### config.mk
export PLATFORM = sky130hd
export DESIGN_NAME = wb_master_arb_flat
export DESIGN_NICKNAME = d
export VERILOG_FILES = /design/src/rtl/wb_arb_pkg.sv /design/src/rtl/wb_master_arb_if.sv /design/src/rtl/wb_arb_rr2.sv /design/src/rtl/wb_master_arb.sv /design/src/flat_wrapper.sv
export SDC_FILE = /design/constraint.sdc
export NUM_CORES = 1
export LEC_CHECK = 0
export CORE_UTILIZATION = 36
export CTS_BUF_LIST = sky130_fd_sc_hd__clkbuf_8
export CTS_CLUSTER_DIAMETER = 120
export CTS_CLUSTER_SIZE = 20
export DETAILED_ROUTE_END_ITERATION = 8
export PLACE_DENSITY = 0.75
export REMOVE_ABC_BUFFERS = 1
export SLEW_MARGIN = 20
export SYNTH_ARGS = -nofsm -noshare
export SYNTH_HDL_FRONTEND = slang
export SYNTH_HIERARCHICAL = 1
export SYNTH_SLANG_ARGS = --single-unit
### constraint.sdc
create_clock -name clock_main -period 1.4 [get_ports clock_main]
set_input_delay 0.14 -clock clock_main [delete_from_list [all_inputs] [get_ports clock_main]]
set_output_delay 0.14 -clock clock_main [all_outputs]
set_load 0.1 [all_outputs]
### src/rtl/wb_arb_pkg.sv
// Shared definitions for the two-requester Wishbone classic master arbiter:
// FSM state encodings, the timeout completion data word, the default ack wait
// limit, and a helper that turns a requester beat into the latched bus request.
package wb_arb_pkg;

    typedef enum logic [1:0] {
        IDLE = 2'b00,
        BUS  = 2'b01,
        DONE = 2'b10
    } arb_state_e;

    localparam logic [31:0] TIMEOUT_DATA       = 32'hDEAD_BEEF;
    localparam int          DEF_TIMEOUT_CYCLES = 255;

    // Everything the Wishbone side holds for the length of one cycle.
    typedef struct packed {
        logic [31:0] adr;
        logic [31:0] dat;
        logic [3:0]  sel;
        logic        we;
    } wb_req_t;

    // A zero strobe is a read, and a read selects all four byte lanes.
    function automatic wb_req_t make_req(input logic [31:0] adr,
                                         input logic [31:0] dat,
                                         input logic [3:0]  wstrb);
        wb_req_t r;
        r.adr = adr;
        r.dat = dat;
        r.we  = |wstrb;
        r.sel = r.we ? wstrb : 4'hF;
        return r;
    endfunction

endpackage

### src/rtl/wb_master_arb_if.sv
// Requester handshakes plus the Wishbone classic master bus of wb_master_arb.
// The master modport is the arbiter's view; slave is the surrounding system.
interface wb_master_arb_if;

    logic        m0_valid;
    logic [31:0] m0_addr;
    logic [31:0] m0_wdata;
    logic [3:0]  m0_wstrb;
    logic        m0_ready;
    logic [31:0] m0_rdata;

    logic        m1_valid;
    logic [31:0] m1_addr;
    logic [31:0] m1_wdata;
    logic [3:0]  m1_wstrb;
    logic        m1_ready;
    logic [31:0] m1_rdata;

    logic [31:0] wbm_adr_o;
    logic [31:0] wbm_dat_o;
    logic [3:0]  wbm_sel_o;
    logic        wbm_we_o;
    logic        wbm_stb_o;
    logic        wbm_cyc_o;
    logic [31:0] wbm_dat_i;
    logic        wbm_ack_i;

    modport master (
        input  m0_valid, m0_addr, m0_wdata, m0_wstrb,
        input  m1_valid, m1_addr, m1_wdata, m1_wstrb,
        input  wbm_dat_i, wbm_ack_i,
        output m0_ready, m0_rdata, m1_ready, m1_rdata,
        output wbm_adr_o, wbm_dat_o, wbm_sel_o, wbm_we_o, wbm_stb_o, wbm_cyc_o
    );

    modport slave (
        output m0_valid, m0_addr, m0_wdata, m0_wstrb,
        output m1_valid, m1_addr, m1_wdata, m1_wstrb,
        output wbm_dat_i, wbm_ack_i,
        input  m0_ready, m0_rdata, m1_ready, m1_rdata,
        input  wbm_adr_o, wbm_dat_o, wbm_sel_o, wbm_we_o, wbm_stb_o, wbm_cyc_o
    );

endinterface

### src/rtl/wb_arb_rr2.sv
// Two-input round-robin grant. gnt_o is the winning index for the current
// request pattern; the pointer remembers who was served last and only moves
// when the arbiter actually accepts a request (take_i).
module wb_arb_rr2 (
    input  logic       clock_main,
    input  logic       rst_n,
    input  logic [1:0] req_i,
    input  logic       take_i,
    output logic       gnt_o
);

    logic last_q, last_d;

    // Contention goes to whoever did not win last time; otherwise the lone requester.
    always_comb begin
        if (req_i[0] && req_i[1]) gnt_o = ~last_q;
        else                      gnt_o = req_i[1];
    end

    // Pointer follows the winner of an accepted arbitration.
    always_comb begin
        last_d = last_q;
        if (take_i) last_d = gnt_o;
    end

    // Reset state "m1 served last" so the first contention favours m0.
    always_ff @(posedge clock_main or negedge rst_n) begin
        if (!rst_n) last_q <= 1'b1;
        else        last_q <= last_d;
    end

endmodule

### src/rtl/wb_master_arb.sv
// Two-requester Wishbone classic master arbiter.
// IDLE arbitrates and latches the winning request, BUS holds stb/cyc until
// ack, DONE is a one-cycle gap while the granted requester sees its ready
// pulse. All Wishbone and requester outputs come straight from flops.
// Optional: define WB_ARB_TIMEOUT_EN to abort a BUS cycle after
// TIMEOUT_CYCLES cycles without ack (rdata DEAD_BEEF, sticky timeout_err).
module wb_master_arb
    import wb_arb_pkg::*;
#(
    parameter int TIMEOUT_CYCLES = DEF_TIMEOUT_CYCLES
) (
    input  logic             clock_main,
    input  logic             rst_n,
    wb_master_arb_if.master  bus,
    output logic             grant,
    output logic             timeout_err
);

    if (TIMEOUT_CYCLES < 1 || TIMEOUT_CYCLES > 65535) begin : g_bad_timeout
        $error("TIMEOUT_CYCLES must be within 1..65535");
    end

    arb_state_e  state_q;
    wb_req_t     req_q, req_d;
    logic        stb_q, cyc_q, grant_q;
    logic [1:0]  rdy_q;
    logic [31:0] rd0_q, rd1_q;

    logic        arb_gnt, arb_take;
    logic        to_hit, cpl;
    logic [31:0] cpl_data;

    assign arb_take = (state_q == IDLE) && (bus.m0_valid || bus.m1_valid);

    wb_arb_rr2 u_rr (
        .clock_main (clock_main),
        .rst_n      (rst_n),
        .req_i      ({bus.m1_valid, bus.m0_valid}),
        .take_i     (arb_take),
        .gnt_o      (arb_gnt)
    );

    // Request the winner would place on the bus.
    always_comb begin
        req_d = make_req(bus.m0_addr, bus.m0_wdata, bus.m0_wstrb);
        if (arb_gnt) req_d = make_req(bus.m1_addr, bus.m1_wdata, bus.m1_wstrb);
    end

    // A BUS cycle ends on ack or on timeout; ack wins when both land together.
    always_comb begin
        cpl      = (state_q == BUS) && (bus.wbm_ack_i || to_hit);
        cpl_data = bus.wbm_ack_i ? bus.wbm_dat_i : TIMEOUT_DATA;
    end

`ifdef WB_ARB_TIMEOUT_EN
    localparam logic [15:0] TO_LAST = 16'(TIMEOUT_CYCLES - 1);

    logic [15:0] cnt_q;
    logic        terr_q;

    assign to_hit      = (state_q == BUS) && !bus.wbm_ack_i && (cnt_q == TO_LAST);
    assign timeout_err = terr_q;

    // Count cycles spent waiting in BUS; zero whenever not waiting.
    always_ff @(posedge clock_main or negedge rst_n) begin
        if (!rst_n)                        cnt_q <= '0;
        else if (state_q == BUS && !cpl)   cnt_q <= cnt_q + 16'd1;
        else                               cnt_q <= '0;
    end

    // Sticky timeout flag, only reset clears it.
    always_ff @(posedge clock_main or negedge rst_n) begin
        if (!rst_n)      terr_q <= 1'b0;
        else if (to_hit) terr_q <= 1'b1;
    end
`else
    assign to_hit      = 1'b0;
    assign timeout_err = 1'b0;
`endif

    // Main FSM with registered bus and requester outputs.
    always_ff @(posedge clock_main or negedge rst_n) begin
        if (!rst_n) begin
            state_q <= IDLE;
            req_q   <= '0;
            stb_q   <= 1'b0;
            cyc_q   <= 1'b0;
            grant_q <= 1'b0;
            rdy_q   <= 2'b00;
            rd0_q   <= '0;
            rd1_q   <= '0;
        end else begin
            // Ready and rdata are single-cycle; default them away every cycle.
            rdy_q <= 2'b00;
            rd0_q <= '0;
            rd1_q <= '0;
            case (state_q)
                IDLE: begin
                    if (arb_take) begin
                        req_q   <= req_d;
                        grant_q <= arb_gnt;
                        stb_q   <= 1'b1;
                        cyc_q   <= 1'b1;
                        state_q <= BUS;
                    end
                end
                BUS: begin
                    if (cpl) begin
                        stb_q    <= 1'b0;
                        cyc_q    <= 1'b0;
                        req_q.we <= 1'b0;
                        if (grant_q) begin
                            rdy_q[1] <= 1'b1;
                            rd1_q    <= cpl_data;
                        end else begin
                            rdy_q[0] <= 1'b1;
                            rd0_q    <= cpl_data;
                        end
                        state_q <= DONE;
                    end
                end
                DONE:    state_q <= IDLE;
                default: state_q <= IDLE;
            endcase
        end
    end

    assign bus.wbm_adr_o = req_q.adr;
    assign bus.wbm_dat_o = req_q.dat;
    assign bus.wbm_sel_o = req_q.sel;
    assign bus.wbm_we_o  = req_q.we;
    assign bus.wbm_stb_o = stb_q;
    assign bus.wbm_cyc_o = cyc_q;
    assign bus.m0_ready  = rdy_q[0];
    assign bus.m1_ready  = rdy_q[1];
    assign bus.m0_rdata  = rd0_q;
    assign bus.m1_rdata  = rd1_q;
    assign grant         = grant_q;

endmodule
### src/flat_wrapper.sv
// flat-port wrapper written by rule: the top's interface ports become plain ports
module wb_master_arb_flat import wb_arb_pkg::*;
#(
    parameter int TIMEOUT_CYCLES = DEF_TIMEOUT_CYCLES
)
  (clock_main, rst_n, grant, timeout_err, bus_m0_valid, bus_m0_addr, bus_m0_wdata, bus_m0_wstrb, bus_m1_valid, bus_m1_addr, bus_m1_wdata, bus_m1_wstrb, bus_wbm_dat_i, bus_wbm_ack_i, bus_m0_ready, bus_m0_rdata, bus_m1_ready, bus_m1_rdata, bus_wbm_adr_o, bus_wbm_dat_o, bus_wbm_sel_o, bus_wbm_we_o, bus_wbm_stb_o, bus_wbm_cyc_o);
  wb_master_arb_if bus_i ();
  input  logic clock_main;
  input  logic rst_n;
  output logic grant;
  output logic timeout_err;
  input wire logic [$bits(bus_i.m0_valid)-1:0] bus_m0_valid;
  input wire logic [$bits(bus_i.m0_addr)-1:0] bus_m0_addr;
  input wire logic [$bits(bus_i.m0_wdata)-1:0] bus_m0_wdata;
  input wire logic [$bits(bus_i.m0_wstrb)-1:0] bus_m0_wstrb;
  input wire logic [$bits(bus_i.m1_valid)-1:0] bus_m1_valid;
  input wire logic [$bits(bus_i.m1_addr)-1:0] bus_m1_addr;
  input wire logic [$bits(bus_i.m1_wdata)-1:0] bus_m1_wdata;
  input wire logic [$bits(bus_i.m1_wstrb)-1:0] bus_m1_wstrb;
  input wire logic [$bits(bus_i.wbm_dat_i)-1:0] bus_wbm_dat_i;
  input wire logic [$bits(bus_i.wbm_ack_i)-1:0] bus_wbm_ack_i;
  output wire logic [$bits(bus_i.m0_ready)-1:0] bus_m0_ready;
  output wire logic [$bits(bus_i.m0_rdata)-1:0] bus_m0_rdata;
  output wire logic [$bits(bus_i.m1_ready)-1:0] bus_m1_ready;
  output wire logic [$bits(bus_i.m1_rdata)-1:0] bus_m1_rdata;
  output wire logic [$bits(bus_i.wbm_adr_o)-1:0] bus_wbm_adr_o;
  output wire logic [$bits(bus_i.wbm_dat_o)-1:0] bus_wbm_dat_o;
  output wire logic [$bits(bus_i.wbm_sel_o)-1:0] bus_wbm_sel_o;
  output wire logic [$bits(bus_i.wbm_we_o)-1:0] bus_wbm_we_o;
  output wire logic [$bits(bus_i.wbm_stb_o)-1:0] bus_wbm_stb_o;
  output wire logic [$bits(bus_i.wbm_cyc_o)-1:0] bus_wbm_cyc_o;
  assign bus_i.m0_valid = bus_m0_valid;
  assign bus_i.m0_addr = bus_m0_addr;
  assign bus_i.m0_wdata = bus_m0_wdata;
  assign bus_i.m0_wstrb = bus_m0_wstrb;
  assign bus_i.m1_valid = bus_m1_valid;
  assign bus_i.m1_addr = bus_m1_addr;
  assign bus_i.m1_wdata = bus_m1_wdata;
  assign bus_i.m1_wstrb = bus_m1_wstrb;
  assign bus_i.wbm_dat_i = bus_wbm_dat_i;
  assign bus_i.wbm_ack_i = bus_wbm_ack_i;
  assign bus_m0_ready = bus_i.m0_ready;
  assign bus_m0_rdata = bus_i.m0_rdata;
  assign bus_m1_ready = bus_i.m1_ready;
  assign bus_m1_rdata = bus_i.m1_rdata;
  assign bus_wbm_adr_o = bus_i.wbm_adr_o;
  assign bus_wbm_dat_o = bus_i.wbm_dat_o;
  assign bus_wbm_sel_o = bus_i.wbm_sel_o;
  assign bus_wbm_we_o = bus_i.wbm_we_o;
  assign bus_wbm_stb_o = bus_i.wbm_stb_o;
  assign bus_wbm_cyc_o = bus_i.wbm_cyc_o;
  wb_master_arb #(.TIMEOUT_CYCLES(TIMEOUT_CYCLES)) u_core (.clock_main(clock_main), .rst_n(rst_n), .bus(bus_i), .grant(grant), .timeout_err(timeout_err));
endmodule
==> impl_results.md <==
* I/O Pins at 312
* Die area at between 15000 and 20000 µm²
* Num CTS Buffers at 17
* Vias at 4937
* Clock Root Buffer: clkbuf_8
* Clk pin slew, worst setup/hold paths at 0.08 ns
* Gpl congestion at ~0.75
* Yosys reg bits at 140
* Req. time, crit path at 1.72 ns
* Final hold violations at 0
* Routed vias/inst at 4.84
* Fin crit share at 0.992
* Std cell rows at 45
* Worst-path fanout max at 15
* Share of cells above drive strength 1 at 0.283
* Post-synthesis sequential area ratio at 0.618
* RSZ-0062 raised after global routing: yes
* Die Ht at 127 µm
* Run status: complete, no violations
* Final setup margin at 0.0115 ns
* Mean Syn Cell Area at 12.1 µm²
* Synthesized area at 5670 µm²
* 1st-iter DRT viols at 222
* Routed len/inst at 18.9 µm
* Yosys warns at 6
* Initial Utilization at 0.371
* Worst slack, placed at -0.324 ns
* Number of H-tree levels at 4
* Core area at about 15000 µm²
* Number of synthesized flops with an enable pin at 0
* Top cells by count, synth: dfrtp_1, a21oi_1, mux2i_1
* CP Class: flip-flop to flip-flop
* Synth top area share at 0.614
* Slew Viols, Final at 0
* Crit start category: flip-flop
* Drt drc at 0
* Async S/R FF share, synth at 1.00
* CP Capture Type: flip-flop
* Placed wire-length estimate at around 15 mm
* Count leader, synth: dfrtp_1
* Fmax at 0.720 GHz
* Primary FF master, synth: dfrtp_1
* PortBufs at 310
* Crit path time final at roughly 1.4 ns
* GRT Total Usage at 0.242
* Leak at 4.91 nW
* Pre-antenna DRT Iters at 4
* Final setup violation count at 0
* Most Crowded Layer GR: met2
* Met1 usage at 0.226
* Vias in the first global route at 5531
* Clk buf depth at 2
* Peak supply drop at approximately 1200 µV
* Flop-to-flop setup slack at ~0.011 ns
* Final net count at 970
* Pin count of the biggest net entering global routing at 57
* Final Skew at 0.00965 ns
* Min Hold Slack at between 0.1 and 0.15 ns
* Routed Antenna Nets at 0
* Mapped Cells at 469
* Tot Pwr at 28.7 mW
* Worst Path Arrival at 1.71 ns
* Clock Latency Late Sink at 0.44 ns
* Max Cap Violations at 0
* Layout area overhead at 95.6%
* Cell Pwr Density at 2590 nW/µm²
* Antenna violations before repair at 0
* Met3 usage at 0.116
* Dominant cells by area after synthesis: dfrtp_1, mux2i_1, a21oi_1, and2_1, buf_2
* Hold Crit Class: input pin to async pin
* DRT Wirelength at 19.3 mm
* Clock Sinks at 140
* First-pass GRT wire length at 29.4 mm
* Count of different cell masters after synthesis at 31
* Overflow left after global routing at 0
* Area leader, netlist: dfrtp_1
* Met2 Use GR at 0.449
* Non-filler instance count after layout at 1021
* Setup TNS Final at 0 ns
* DP Cell Count at 982
* N_diodes at 0
* Horizontal die dimension at 127 µm
* TritonCTS clock tree: built
## final cells by class
type | count | area [µm²]
inverter | 3 | 11.3
clock buffer | 18 | 248
multi-input combinational | 288 | 2020
sequential | 140 | 3500
fill | 969 | 4170
clock inverter | 14 | 131
timing repair buffer | 347 | 4910
tap | 211 | 264
## critical path, cell delays in order, from the launching register on
cell	delay, ns
dfstp_2	0.39
a21boi_4	0.17
buf_12	0.17
buf_12	0.17
mux2i_1	0.25
a21oi_1	0.09
## path summary, 6_finish.rpt
kind / from / to / cells past startpoint
max: u_core/u_rr/last_q / u_core/bus.wbm_adr_o[28] / 5
min: rst_n / u_core/bus.m0_rdata[31] / 2
max reg2reg: u_core/u_rr/last_q / u_core/bus.wbm_adr_o[28] / 5
min reg2reg: u_core/bus.wbm_we_o / u_core/bus.wbm_we_o / 1
max in group asynchronous: rst_n / u_core/u_rr/last_q / 3
min in group clock_main: bus_wbm_dat_i[23] / u_core/bus.m1_rdata[23] / 2
## routing by layer
metal / up-vias / share of wire
li1: 2271 / -
met1: 2390 / 0.33
met2: 242 / 0.53
met3: 34 / 0.12
met5: - / 0
met4: 0 / 0.025
## registers in the layout (all words and copies together), names as in the netlist
signal                count
u_core/bus.m0_rdata      32
u_core/rdy_q              2
u_core/bus.wbm_dat_o     32
u_core/state_q            2
u_core/bus.wbm_adr_o     32
u_core/bus.wbm_sel_o      4
u_core/bus.wbm_we_o       1
u_core/u_rr/last_q        1
u_core/bus.wbm_cyc_o      1
u_core/bus.m1_rdata      32
u_core/grant              1
## cells in the final DEF, fill, tap and decap left out, drive strengths merged, types with 3 or more instances in the layout
cell             n
mux2i           68
dfrtp          139
inv             11
clkbuf          18
and2            64
clkinv           5
nand2            3
nor2             4
a21oi          132
clkdlybuf4s50  171
buf            175
a31oi            4
## cell families (layout without fill, tap and decap cells)
kind of cell           Yosys count  after routing  synth area share
AO/OA/AOI/OAI                  141            141             0.128
flip-flops                     140            140             0.618
other                            1              1          0.000662
multiplexers                    70             70             0.125
AND/OR/NAND/NOR                 76             76            0.0865
buffers and inverters           41            382            0.0417
## what timing repair did
action	in CTS	in global routing
gates resized for setup	4	15
hold buffers	1	0
setup buffers	0	6
endpoints found under the hold margin	139	0
endpoints found under the setup margin	6	27
pin swaps	2	4
## per-stage QoR
step / util / instance area [µm²]
floorplan: - / 5440
global placement: 0.691 / 10600
detailed placement: 0.691 / 10600
CTS: 0.718 / 11000
global route: 0.726 / 11100
finish: 0.726 / 11100
## report_power, final
| part | internal, mW | switching (mW) |
|---|---|---|
| clock | 1.49 | 1.64 |
| sequential | 5.35 | 1.40 |
| combinational | 6.70 | 12.2 |
No activity file was read; power rests on OpenSTA's default activity.
